<file path="config.mk">
export PLATFORM = sky130hd
export DESIGN_NAME = linked_list_mfifo
export DESIGN_NICKNAME = d
export VERILOG_FILES = /design/src/rtl/ll_pkg.sv /design/src/rtl/ll_free_list.sv /design/src/rtl/linked_list_mfifo.sv
export SDC_FILE = /design/constraint.sdc
export NUM_CORES = 1
export LEC_CHECK = 0
export CAP_MARGIN = 20
export CORE_MARGIN = 5
export CORE_UTILIZATION = 37
export CTS_CLUSTER_DIAMETER = 30
export DETAILED_ROUTE_END_ITERATION = 8
export PLACE_DENSITY = 0.55
export REMOVE_ABC_BUFFERS = 1
export SKIP_CTS_REPAIR_TIMING = 1
export SLEW_MARGIN = 0
export SYNTH_ARGS = -nofsm -noshare
export SYNTH_HDL_FRONTEND = slang
export SYNTH_SLANG_ARGS = --single-unit
</file>
<file path="constraint.sdc">
create_clock -name clk -period 2.2 [get_ports clk]
set_input_delay 0.44 -clock clk [delete_from_list [all_inputs] [get_ports clk]]
set_output_delay 0.44 -clock clk [all_outputs]
set_load 0.1 [all_outputs]
</file>
<file path="src/rtl/ll_pkg.sv">
// Shared definitions for linked_list_mfifo: default geometry, pointer/select/count types,
// error-bit indices and the reset-time free-list link function.
package ll_pkg;

  localparam int LL_WIDTH     = 4;
  localparam int LL_DEPTH     = 4;
  localparam int LL_NUM_FIFOS = 2;
  localparam int LL_PTR_W     = $clog2(LL_DEPTH);
  localparam int LL_SEL_W     = $clog2(LL_NUM_FIFOS);

  typedef logic [LL_PTR_W-1:0] ptr_t;
  typedef logic [LL_SEL_W-1:0] sel_t;
  typedef logic [LL_PTR_W:0]   cnt_t;

  localparam int ERR_PUSH_FULL = 1;
  localparam int ERR_POP_EMPTY = 0;

  // Successor of node idx in the reset free list 0->1->..->depth-1; the tail wraps to 0 (unused).
  function automatic int unsigned ll_init_next(input int unsigned idx, input int unsigned depth);
    return (idx + 32'd1 == depth) ? 32'd0 : idx + 32'd1;
  endfunction

endpackage

</file>
<file path="src/rtl/ll_free_list.sv">
// Free pool of linked_list_mfifo: owns the shared next-pointer array, free head/tail/count,
// hands out the free head on alloc and appends released nodes at the free tail.
module ll_free_list
  import ll_pkg::*;
#(
  parameter int DEPTH     = LL_DEPTH,
  parameter int PTR_WIDTH = $clog2(DEPTH)
) (
  input  logic                 i_clk,
  input  logic                 i_rst_n,
  input  logic                 i_alloc,
  input  logic                 i_release,
  input  logic [PTR_WIDTH-1:0] i_rel_node,
  input  logic                 i_link_we,
  input  logic [PTR_WIDTH-1:0] i_link_ptr,
  input  logic [PTR_WIDTH-1:0] i_link_node,
  input  logic [PTR_WIDTH-1:0] i_rd_ptr,
  output logic [PTR_WIDTH-1:0] o_rd_next,
  output logic [PTR_WIDTH-1:0] o_alloc_node,
  output logic [PTR_WIDTH:0]   o_free_count,
  output logic                 o_full
);

  localparam int CW = PTR_WIDTH + 1;

  logic [PTR_WIDTH-1:0] r_next [DEPTH];
  logic [PTR_WIDTH-1:0] r_head;
  logic [PTR_WIDTH-1:0] r_tail;
  logic [CW-1:0]        r_count;
  logic [CW-1:0]        w_cnt_after_alloc;

  assign w_cnt_after_alloc = r_count - CW'(i_alloc);
  assign o_rd_next         = r_next[i_rd_ptr];
  assign o_alloc_node      = r_head;
  assign o_free_count      = r_count;
  assign o_full            = (r_count == '0);

  always_ff @(posedge i_clk or negedge i_rst_n) begin
    if (!i_rst_n) begin
      for (int i = 0; i < DEPTH; i++) begin
        r_next[i] <= PTR_WIDTH'(ll_init_next(i, DEPTH));
      end
      r_head  <= '0;
      r_tail  <= PTR_WIDTH'(DEPTH - 1);
      r_count <= CW'(DEPTH);
    end else begin
      // Queue link and free-tail link never target the same node: one is a queue tail, the other a free node.
      if (i_link_we) begin
        r_next[i_link_ptr] <= i_link_node;
      end
      if (i_release) begin
        if (w_cnt_after_alloc == '0) begin
          r_head <= i_rel_node;
          r_tail <= i_rel_node;
        end else begin
          r_next[r_tail] <= i_rel_node;
          r_tail         <= i_rel_node;
          if (i_alloc) begin
            r_head <= r_next[r_head];
          end
        end
      end else if (i_alloc) begin
        r_head <= r_next[r_head];
      end
      r_count <= w_cnt_after_alloc + CW'(i_release);
    end
  end

endmodule

</file>
<file path="src/rtl/linked_list_mfifo.sv">
// Multi-queue FIFO sharing one data RAM; queues and free pool are linked lists.
// Optional sticky error flags for illegal push/pop are enabled by defining LL_ERR_EN.
module linked_list_mfifo
  import ll_pkg::*;
#(
  parameter int WIDTH     = LL_WIDTH,
  parameter int DEPTH     = LL_DEPTH,
  parameter int NUM_FIFOS = LL_NUM_FIFOS,
  parameter int PTR_WIDTH = $clog2(DEPTH),
  parameter int SEL_WIDTH = $clog2(NUM_FIFOS)
) (
  input  logic                                clk,
  input  logic                                rst,
  input  logic                                push,
  input  logic [SEL_WIDTH-1:0]                push_sel,
  input  logic [WIDTH-1:0]                    data_in,
  input  logic                                pop,
  input  logic [SEL_WIDTH-1:0]                pop_sel,
  output logic [WIDTH-1:0]                    data_out,
  output logic                                out_vld,
  output logic [NUM_FIFOS-1:0]                empty,
  output logic                                full,
  output logic [NUM_FIFOS*(PTR_WIDTH+1)-1:0]  count,
  output logic [PTR_WIDTH:0]                  free_count,
  output logic [1:0]                          err
);

  localparam int CW = PTR_WIDTH + 1;

  logic [WIDTH-1:0]     r_mem   [DEPTH];
  logic [PTR_WIDTH-1:0] r_head  [NUM_FIFOS];
  logic [PTR_WIDTH-1:0] r_tail  [NUM_FIFOS];
  logic [CW-1:0]        r_count [NUM_FIFOS];
  logic [WIDTH-1:0]     r_data_out;
  logic                 r_out_vld;

  logic                 w_full;
  logic                 w_push_ok;
  logic                 w_pop_ok;
  logic                 w_solo;
  logic                 w_link_we;
  logic [PTR_WIDTH-1:0] w_alloc_node;
  logic [PTR_WIDTH-1:0] w_pop_head;
  logic [PTR_WIDTH-1:0] w_pop_next;
  logic [PTR_WIDTH-1:0] w_push_tail;
  logic [CW-1:0]        w_push_cnt;
  logic [CW-1:0]        w_free_count;
  logic [NUM_FIFOS-1:0] w_empty;
  logic [NUM_FIFOS-1:0] w_push_q;
  logic [NUM_FIFOS-1:0] w_pop_q;

  always_comb begin
    w_empty  = '0;
    w_push_q = '0;
    w_pop_q  = '0;
    count    = '0;
    for (int q = 0; q < NUM_FIFOS; q++) begin
      w_empty[q]          = (r_count[q] == '0);
      count[q*CW +: CW]   = r_count[q];
      w_push_q[q]         = w_push_ok && (push_sel == SEL_WIDTH'(q));
      w_pop_q[q]          = w_pop_ok && (pop_sel == SEL_WIDTH'(q));
    end
  end

  assign w_pop_head  = r_head[pop_sel];
  assign w_push_tail = r_tail[push_sel];
  assign w_push_cnt  = r_count[push_sel];
  assign w_push_ok   = push & ~w_full;
  assign w_pop_ok    = pop & ~w_empty[pop_sel];

  // The pushed node is the whole queue when the queue is empty or its only node leaves this cycle.
  assign w_solo    = (w_push_cnt == '0) |
                     (w_pop_ok & (push_sel == pop_sel) & (w_push_cnt == CW'(1)));
  assign w_link_we = w_push_ok & ~w_solo;

  ll_free_list #(
    .DEPTH     (DEPTH),
    .PTR_WIDTH (PTR_WIDTH)
  ) u_free_list (
    .i_clk        (clk),
    .i_rst_n      (rst),
    .i_alloc      (w_push_ok),
    .i_release    (w_pop_ok),
    .i_rel_node   (w_pop_head),
    .i_link_we    (w_link_we),
    .i_link_ptr   (w_push_tail),
    .i_link_node  (w_alloc_node),
    .i_rd_ptr     (w_pop_head),
    .o_rd_next    (w_pop_next),
    .o_alloc_node (w_alloc_node),
    .o_free_count (w_free_count),
    .o_full       (w_full)
  );

  always_ff @(posedge clk) begin
    if (w_push_ok) begin
      r_mem[w_alloc_node] <= data_in;
    end
  end

  always_ff @(posedge clk or negedge rst) begin
    if (!rst) begin
      for (int q = 0; q < NUM_FIFOS; q++) begin
        r_head[q]  <= '0;
        r_tail[q]  <= '0;
        r_count[q] <= '0;
      end
      r_data_out <= '0;
      r_out_vld  <= 1'b0;
    end else begin
      r_out_vld <= w_pop_ok;
      if (w_pop_ok) begin
        r_data_out <= r_mem[w_pop_head];
      end
      for (int q = 0; q < NUM_FIFOS; q++) begin
        if (w_pop_q[q]) begin
          r_head[q] <= w_pop_next;
        end
        if (w_push_q[q]) begin
          r_tail[q] <= w_alloc_node;
          if (w_solo) begin
            r_head[q] <= w_alloc_node;
          end
        end
        if (w_push_q[q] && !w_pop_q[q]) begin
          r_count[q] <= r_count[q] + CW'(1);
        end else if (w_pop_q[q] && !w_push_q[q]) begin
          r_count[q] <= r_count[q] - CW'(1);
        end
      end
    end
  end

`ifdef LL_ERR_EN
  logic [1:0] r_err;

  always_ff @(posedge clk or negedge rst) begin
    if (!rst) begin
      r_err <= 2'b00;
    end else begin
      if (push & w_full) begin
        r_err[ERR_PUSH_FULL] <= 1'b1;
      end
      if (pop & w_empty[pop_sel]) begin
        r_err[ERR_POP_EMPTY] <= 1'b1;
      end
    end
  end

  assign err = r_err;
`else
  assign err = 2'b00;
`endif

  assign data_out   = r_data_out;
  assign out_vld    = r_out_vld;
  assign empty      = w_empty;
  assign full       = w_full;
  assign free_count = w_free_count;

endmodule

</file>
# == Word level (Yosys, flattened, before mapping) ==
# Memory sizes are Yosys's and may differ from the RTL's. A register that Yosys moved wholly into a read port is not among the register bits.
# Cells that the tools add are included.
# op_classes
add_sub_neg,6
order_cmp,9
n_eq_ne,2
muxes,41
n_bitwise,17
n_reduce_logical,22
# ops
cell,count
2-to-1 mux 2 bit,21
2-to-1 mux 8 bit,3
2-to-1 mux 3 bit,7
bitwise mux 8 bit,2
zero test 3 bit,5
">= comparator 3 bit, second input constant",4
inverter 2 -> 3 bit,4
logical AND 1 bit,10
binary-select mux 2 bit (select 2 bit),2
demux 2 bit (select 2 bit),2
"adder 3 x 1 -> 3 bit, second input constant",2
"< comparator 3 x 1 -> 1 bit, second input constant",2
"subtractor 3 x 1 -> 3 bit, second input constant",2
AND 1 bit,5
zero test 1 bit,5
inverter 1 bit,5
">= comparator 2 bit, second input constant",2
2-to-1 mux 1 bit,4
inverter 1 -> 2 bit,2
nonzero test 2 bit,2
adder 3 x 1 -> 3 bit,1
"== test 3 x 1 -> 1 bit, second input constant",1
subtractor 3 x 1 -> 3 bit,1
"< comparator 1 x 2 -> 1 bit, second input constant",1
2 further kinds,2
# word_totals
ff_bits,30
mem_bits_rw,16
inputBits,10
output_inout_bits,19
word_cells,112
memories,1
# mem_list
memory,words,width,read_ports,rd_clocked_by_memory_dff,wr,line_no,rtl
r_mem,4,4,1,1,1,linked_list_mfifo.sv:30,logic [WIDTH-1:0] r_mem [DEPTH];

# == Logic depth before layout (Yosys ltp) ==
# logic_depth
word_depth,14
mapped_depth,10
depth_no_buf,9

# == Modules after synthesis ==
# From an unflattened synthesis, not the netlist that was laid out.
# unflattened
hier_cells,189
hier_area_um2,2566.2
# modules_own_cells
mod,n_inst,cells_per_inst,area_per_inst_um2
linked_list_mfifo,1,113,1657.8
ll_free_list,1,76,908.4

# == Least setup slack after synthesis ==
# Ideal clock, no wire load.
# synth_timing
path_kind,reg-to-reg
from,"reg r_count, in the netlist count[1]"
to,"reg r_count, in the netlist count[2]"
setup_time_ps,164
t_arrival_ps,4458
setup_slack_ps,-2422
path_stages_with_launch,10
n_path_buf,1
period_less_slack_ps,4622
path_cell_list,dfrtp_1 nor3_1 or3_1 clkbuf_1 ha_1 inv_1 fa_1 xor2_1 nor2_1 xor2_1
# synth_between
elab_chain_cells,9
elab_cells_between_ends,14
cone_classes,add/sub (2); mux (4); bitwise (2); reduce/logical (6)
# synth_lines
item,line_no,rtl
"start, declared",linked_list_mfifo.sv:33,logic [CW-1:0] r_count [NUM_FIFOS];
"start signal, assigned by index",linked_list_mfifo.sv:126,r_count[q] <= r_count[q] + CW'(1);
"start signal, assigned by index",linked_list_mfifo.sv:128,r_count[q] <= r_count[q] - CW'(1);
zero test 3 bit *,linked_list_mfifo.sv:58,w_empty[q] = (r_count[q] == '0);
via empty[0],linked_list_mfifo.sv:21,"output logic [NUM_FIFOS-1:0] empty,"
2-to-1 mux 1 bit (not written as such) * (2 in a row),linked_list_mfifo.sv:69,assign w_pop_ok = pop & ~w_empty[pop_sel];
inverter 1 bit *,linked_list_mfifo.sv:69,
AND 1 bit *,linked_list_mfifo.sv:69,
logical AND 1 bit *,linked_list_mfifo.sv:61,w_pop_q[q] = w_pop_ok && (pop_sel == SEL_WIDTH'(q));
zero test 1 bit,linked_list_mfifo.sv:125,if (w_push_q[q] && !w_pop_q[q]) begin
logical AND 1 bit,linked_list_mfifo.sv:125,
2-to-1 mux 3 bit / nonzero test 2 bit (equally long branches),-,
# The timed path passes the listed nets; every way through them passes the cells marked *. The select of a mux whose other input is x is not followed.
# A chain may end at the register's enable or synchronous reset.

# == Worst setup path in the final report ==
# layout_timing
from,reg u_free_list.r_count[0] (netlist: u_free_list.o_free_count[0])
to,reg u_free_list.r_next[5] (netlist name)
# layout_between
elab_chain_cells,8
elab_cells_between_ends,10
cone_classes,add/sub (1); mux (4); bitwise (3); reduce/logical (2)
# layout_lines
item,line_no,rtl
"start, declared",ll_free_list.sv:29,logic [CW-1:0] r_count;
"start signal, assigned",ll_free_list.sv:45,r_count <= CW'(DEPTH);
"start signal, assigned",ll_free_list.sv:65,r_count <= w_cnt_after_alloc + CW'(i_release);
branches (longest 7 deep; another with subtractor 3 x 1 -> 3 bit),-,
2-to-1 mux 8 bit *,ll_free_list.sv:51,if (i_release) begin
"end signal, assigned by index",ll_free_list.sv:41,"r_next[i] <= PTR_WIDTH'(ll_init_next(i, DEPTH));"
"end signal, assigned by index",ll_free_list.sv:49,r_next[i_link_ptr] <= i_link_node;
"end signal, assigned by index",ll_free_list.sv:56,r_next[r_tail] <= i_rel_node;
"end, declared",ll_free_list.sv:26,logic [PTR_WIDTH-1:0] r_next [DEPTH];
# Every way passes the cells marked *.

==> results_dict.tcl <==
set metrics [dict create \
    start_util 0.376 \
    clkSinkCount 50 \
    clkLatencyLatePin_ns 0.31 \
    cp_top_family "simple AND/OR/NAND/NOR gates" \
    drc_errors 0 \
    setup_viol 0 \
    finClkSkew_ns 0.0133 \
    irDropWorstVdd_mv 0.886 \
    dpl.hpwl_um 4350 \
    r2r_end "u_free_list.r_next[5]" \
    ys_seq_elements 50 \
    ant_nets 0 \
    antenna_found_initial 0 \
    wl_per_cell_um 15.4 \
    path_common_cell "ha_4" \
    rows 31 \
    first_global_vias 1963 \
    area_growth_syn_to_layout_pct 31.3 \
    io_pins 29 \
    synthArstFlopShare 0.680 \
    arrival_ns 2.35 \
    hold_end "data_out[3]" \
    yosysSeqAreaShare 0.497 \
    die_area_um2 9090 \
    cts_buffer_depth 2 \
    powerDensity_nw_per_um2 1270 \
    cpPeakStageDelay_ns 0.42 \
    yosysMostFrequentCell "mux2i_1" \
    rr_worst_depth 8 \
    clk_pin_slew_worst_paths_ns 0.09 \
    fmax_ghz 0.474 \
    drt_iter0_drc 62 \
    core_area_um2 7180 \
    status "completed" \
    critPathKind "reg2reg" \
    wirelength_um 5850 \
    track_usage 0.140 \
    dp_slack_ns -0.332 \
    gp_congestion 0.803 \
    tritoncts "built" \
    synth_warnings 0 \
    syn_avg_cell_area_um2 12.6 \
    cts-root-buf "clkbuf_8" \
    p_leak_nw 1.59 \
    grt_max_degree 35 \
    overflow 0 \
    hold_viol_final 0 \
    path_cells "o31ai_4 -> inv_2 -> ha_4 -> ha_4 -> xnor2_2 -> and3_4 -> nor4b_4 -> mux2i_1" \
    critPathCaptureType "flip-flop" \
    setup_ws_ns 0.0922 \
    die-width_um 95.4 \
    dr.pass1.iters 4 \
    timing.rr.start "u_free_list.o_free_count[0]" \
    dp.cells 373 \
    htreeDepth 2 \
    post-route-period-util 0.958 \
    synth_common_cells "28 x mux2i_1, 27 x dfrtp_1, 17 x nand2_1, 16 x edfxtp_1, 12 x o21ai_1" \
    antenna_cells 0 \
    vias_per_cell 4.88 \
    synthFlopType "dfrtp_1" \
    synth_top_area_share 0.251 \
    holdCritStartpoint "data_out[3]" \
    fin_cells 381 \
    finalHoldWorstSlack_ns 0.496 \
    fin_nets 299 \
    grt_pass1_wl_um 9760 \
    cp.required_ns 2.44 \
    yosys-top-cells-area "dfrtp_1 25%, edfxtp_1 18%, mux2i_1 10%" \
    yosysTopAreaCell "dfrtp_1" \
    whs_path_depth 2 \
    cp_slowest_cell "dfrtp_1" \
    fp.dieH_um 95.4 \
    slew_viol_final 0 \
    netlist_area_um2 2700 \
    hp-class "reg2reg" \
    dr_total_vias 1858 \
    cp-start-kind "flip-flop" \
    rsz0062_at_grt "yes" \
    drv_cap 0 \
    synth_edf_count 16 \
    io_buffers 26 \
    power_w 0.00448 \
    drive_above_1_share 0.415 \
    r2r_setup_slack_ns 0.09 \
    crit_buf_inv 1 \
    worstPathMaxFanout 5 \
    synthCells 214 \
    ys_types 48 \
    numCtsBuffers 5 \
    period_minus_slack_ns 2.11 \
]
## logic make-up after synthesis
family / Yosys count / share of synthesized area
adders and majority gates: 8 / 0.0427
AOI/OAI and AO/OA: 33 / 0.107
and+or+nand+nor: 44 / 0.0910
DFF: 50 / 0.497
other: 1 / 0.00139
buffers and inverters: 24 / 0.0464
xor gates and xnor gates: 8 / 0.0260
muxes: 46 / 0.188
## power breakdown
part | total, W | switching [W] | internal [W]
Combinational | 0.00262 | 0.00172 | 0.000899
Clock | 0.000595 | 0.000356 | 0.000239
Sequential | 0.00127 | 0.000137 | 0.00113
Total | 0.00448 | 0.00221 | 0.00227
## layout make-up
cell class	instances	area, um2
Sequential cell	50	1340
Inverter	11	41.3
Tap cell	99	124
Clock buffer	5	68.8
Timing Repair Buffer	72	641
Fill cell	674	3630
Clock inverter	3	28.8
Multi-Input combinational cell	141	1300
## routing by layer
layer  wire length (um)  global-route usage  up-vias
li1                   -                   -      898
met2               2840               0.231       30
met4                110              0.0493        0
met1               2750               0.185      921
met3                151              0.0237        9
met5                  0                   0        -
## how the worst max path moves through the flow
| stage | start | end | slack, ns | depth (start not counted) |
|---|---|---|---|---|
| 2_1_floorplan | count[1] | u_free_list.o_free_count[2] | -2.37 | 6 |
| 3_3_place_gp | push | u_free_list.r_next[3] | -0.26 | 9 |
| 3_5_place_dp | push | u_free_list.r_next[4] | -0.33 | 9 |
| 4_1_cts | u_free_list.o_free_count[1] | u_free_list.r_next[2] | -0.07 | 8 |
| 5_1_grt | u_free_list.o_free_count[0] | u_free_list.r_next[5] | -0.06 | 8 |
| 6_report | u_free_list.o_free_count[0] | u_free_list.r_next[5] | 0.09 | 8 |
## state kept, by name, indices dropped and copies added (netlist names)
name	count
r_mem	16
u_free_list.r_next	8
count	6
data_out	4
r_head	4
r_tail	4
u_free_list.o_free_count	3
u_free_list.o_alloc_node	2
u_free_list.r_tail	2
out_vld	1
## cell usage in the layout (no fill, tap or decap), types with 2 or more instances in the layout
cell             synthesis  layout
buf_4                    3      57
mux2i_1                 28      28
dfrtp_1                 27      27
nand2_1                 17      17
edfxtp_1                16      16
o21ai_1                 12      12
mux2_2                  11      11
inv_1                    9       9
nor2_1                   9       9
clkdlybuf4s50_1          0       8
dfstp_2                  7       7
buf_12                   0       6
clkbuf_8                 0       5
nor3_1                   4       4
mux2_1                   4       4
o211ai_2                 4       4
xor2_1                   4       4
o22ai_1                  3       3
xnor2_1                  4       3
ha_1                     6       3
inv_2                    2       2
nor4_2                   2       2
nand2b_1                 2       2
nor4b_4                  0       2
o32ai_1                  2       2
a21oi_1                  2       2
o21ai_0                  2       2
ha_4                     0       2
conb_1                   1       2
## tightest hold or removal path, stage by stage, from the launching register on
cell     delay [ns]
dfrtp_1        0.35
nand2_1        0.05
o21ai_1        0.06
## stage by stage
stage	utilization	instance area, um2	setup TNS, ns
3_5_place_dp	0.471	3380	-4.78
4_1_cts	0.484	3480	-0.251
3_3_place_gp	0.471	3380	-4.14
6_report	0.493	3540	0
2_1_floorplan	-	2620	-62.43
5_1_grt	0.493	3540	-0.130
No activity file was read; power rests on OpenSTA's default activity.
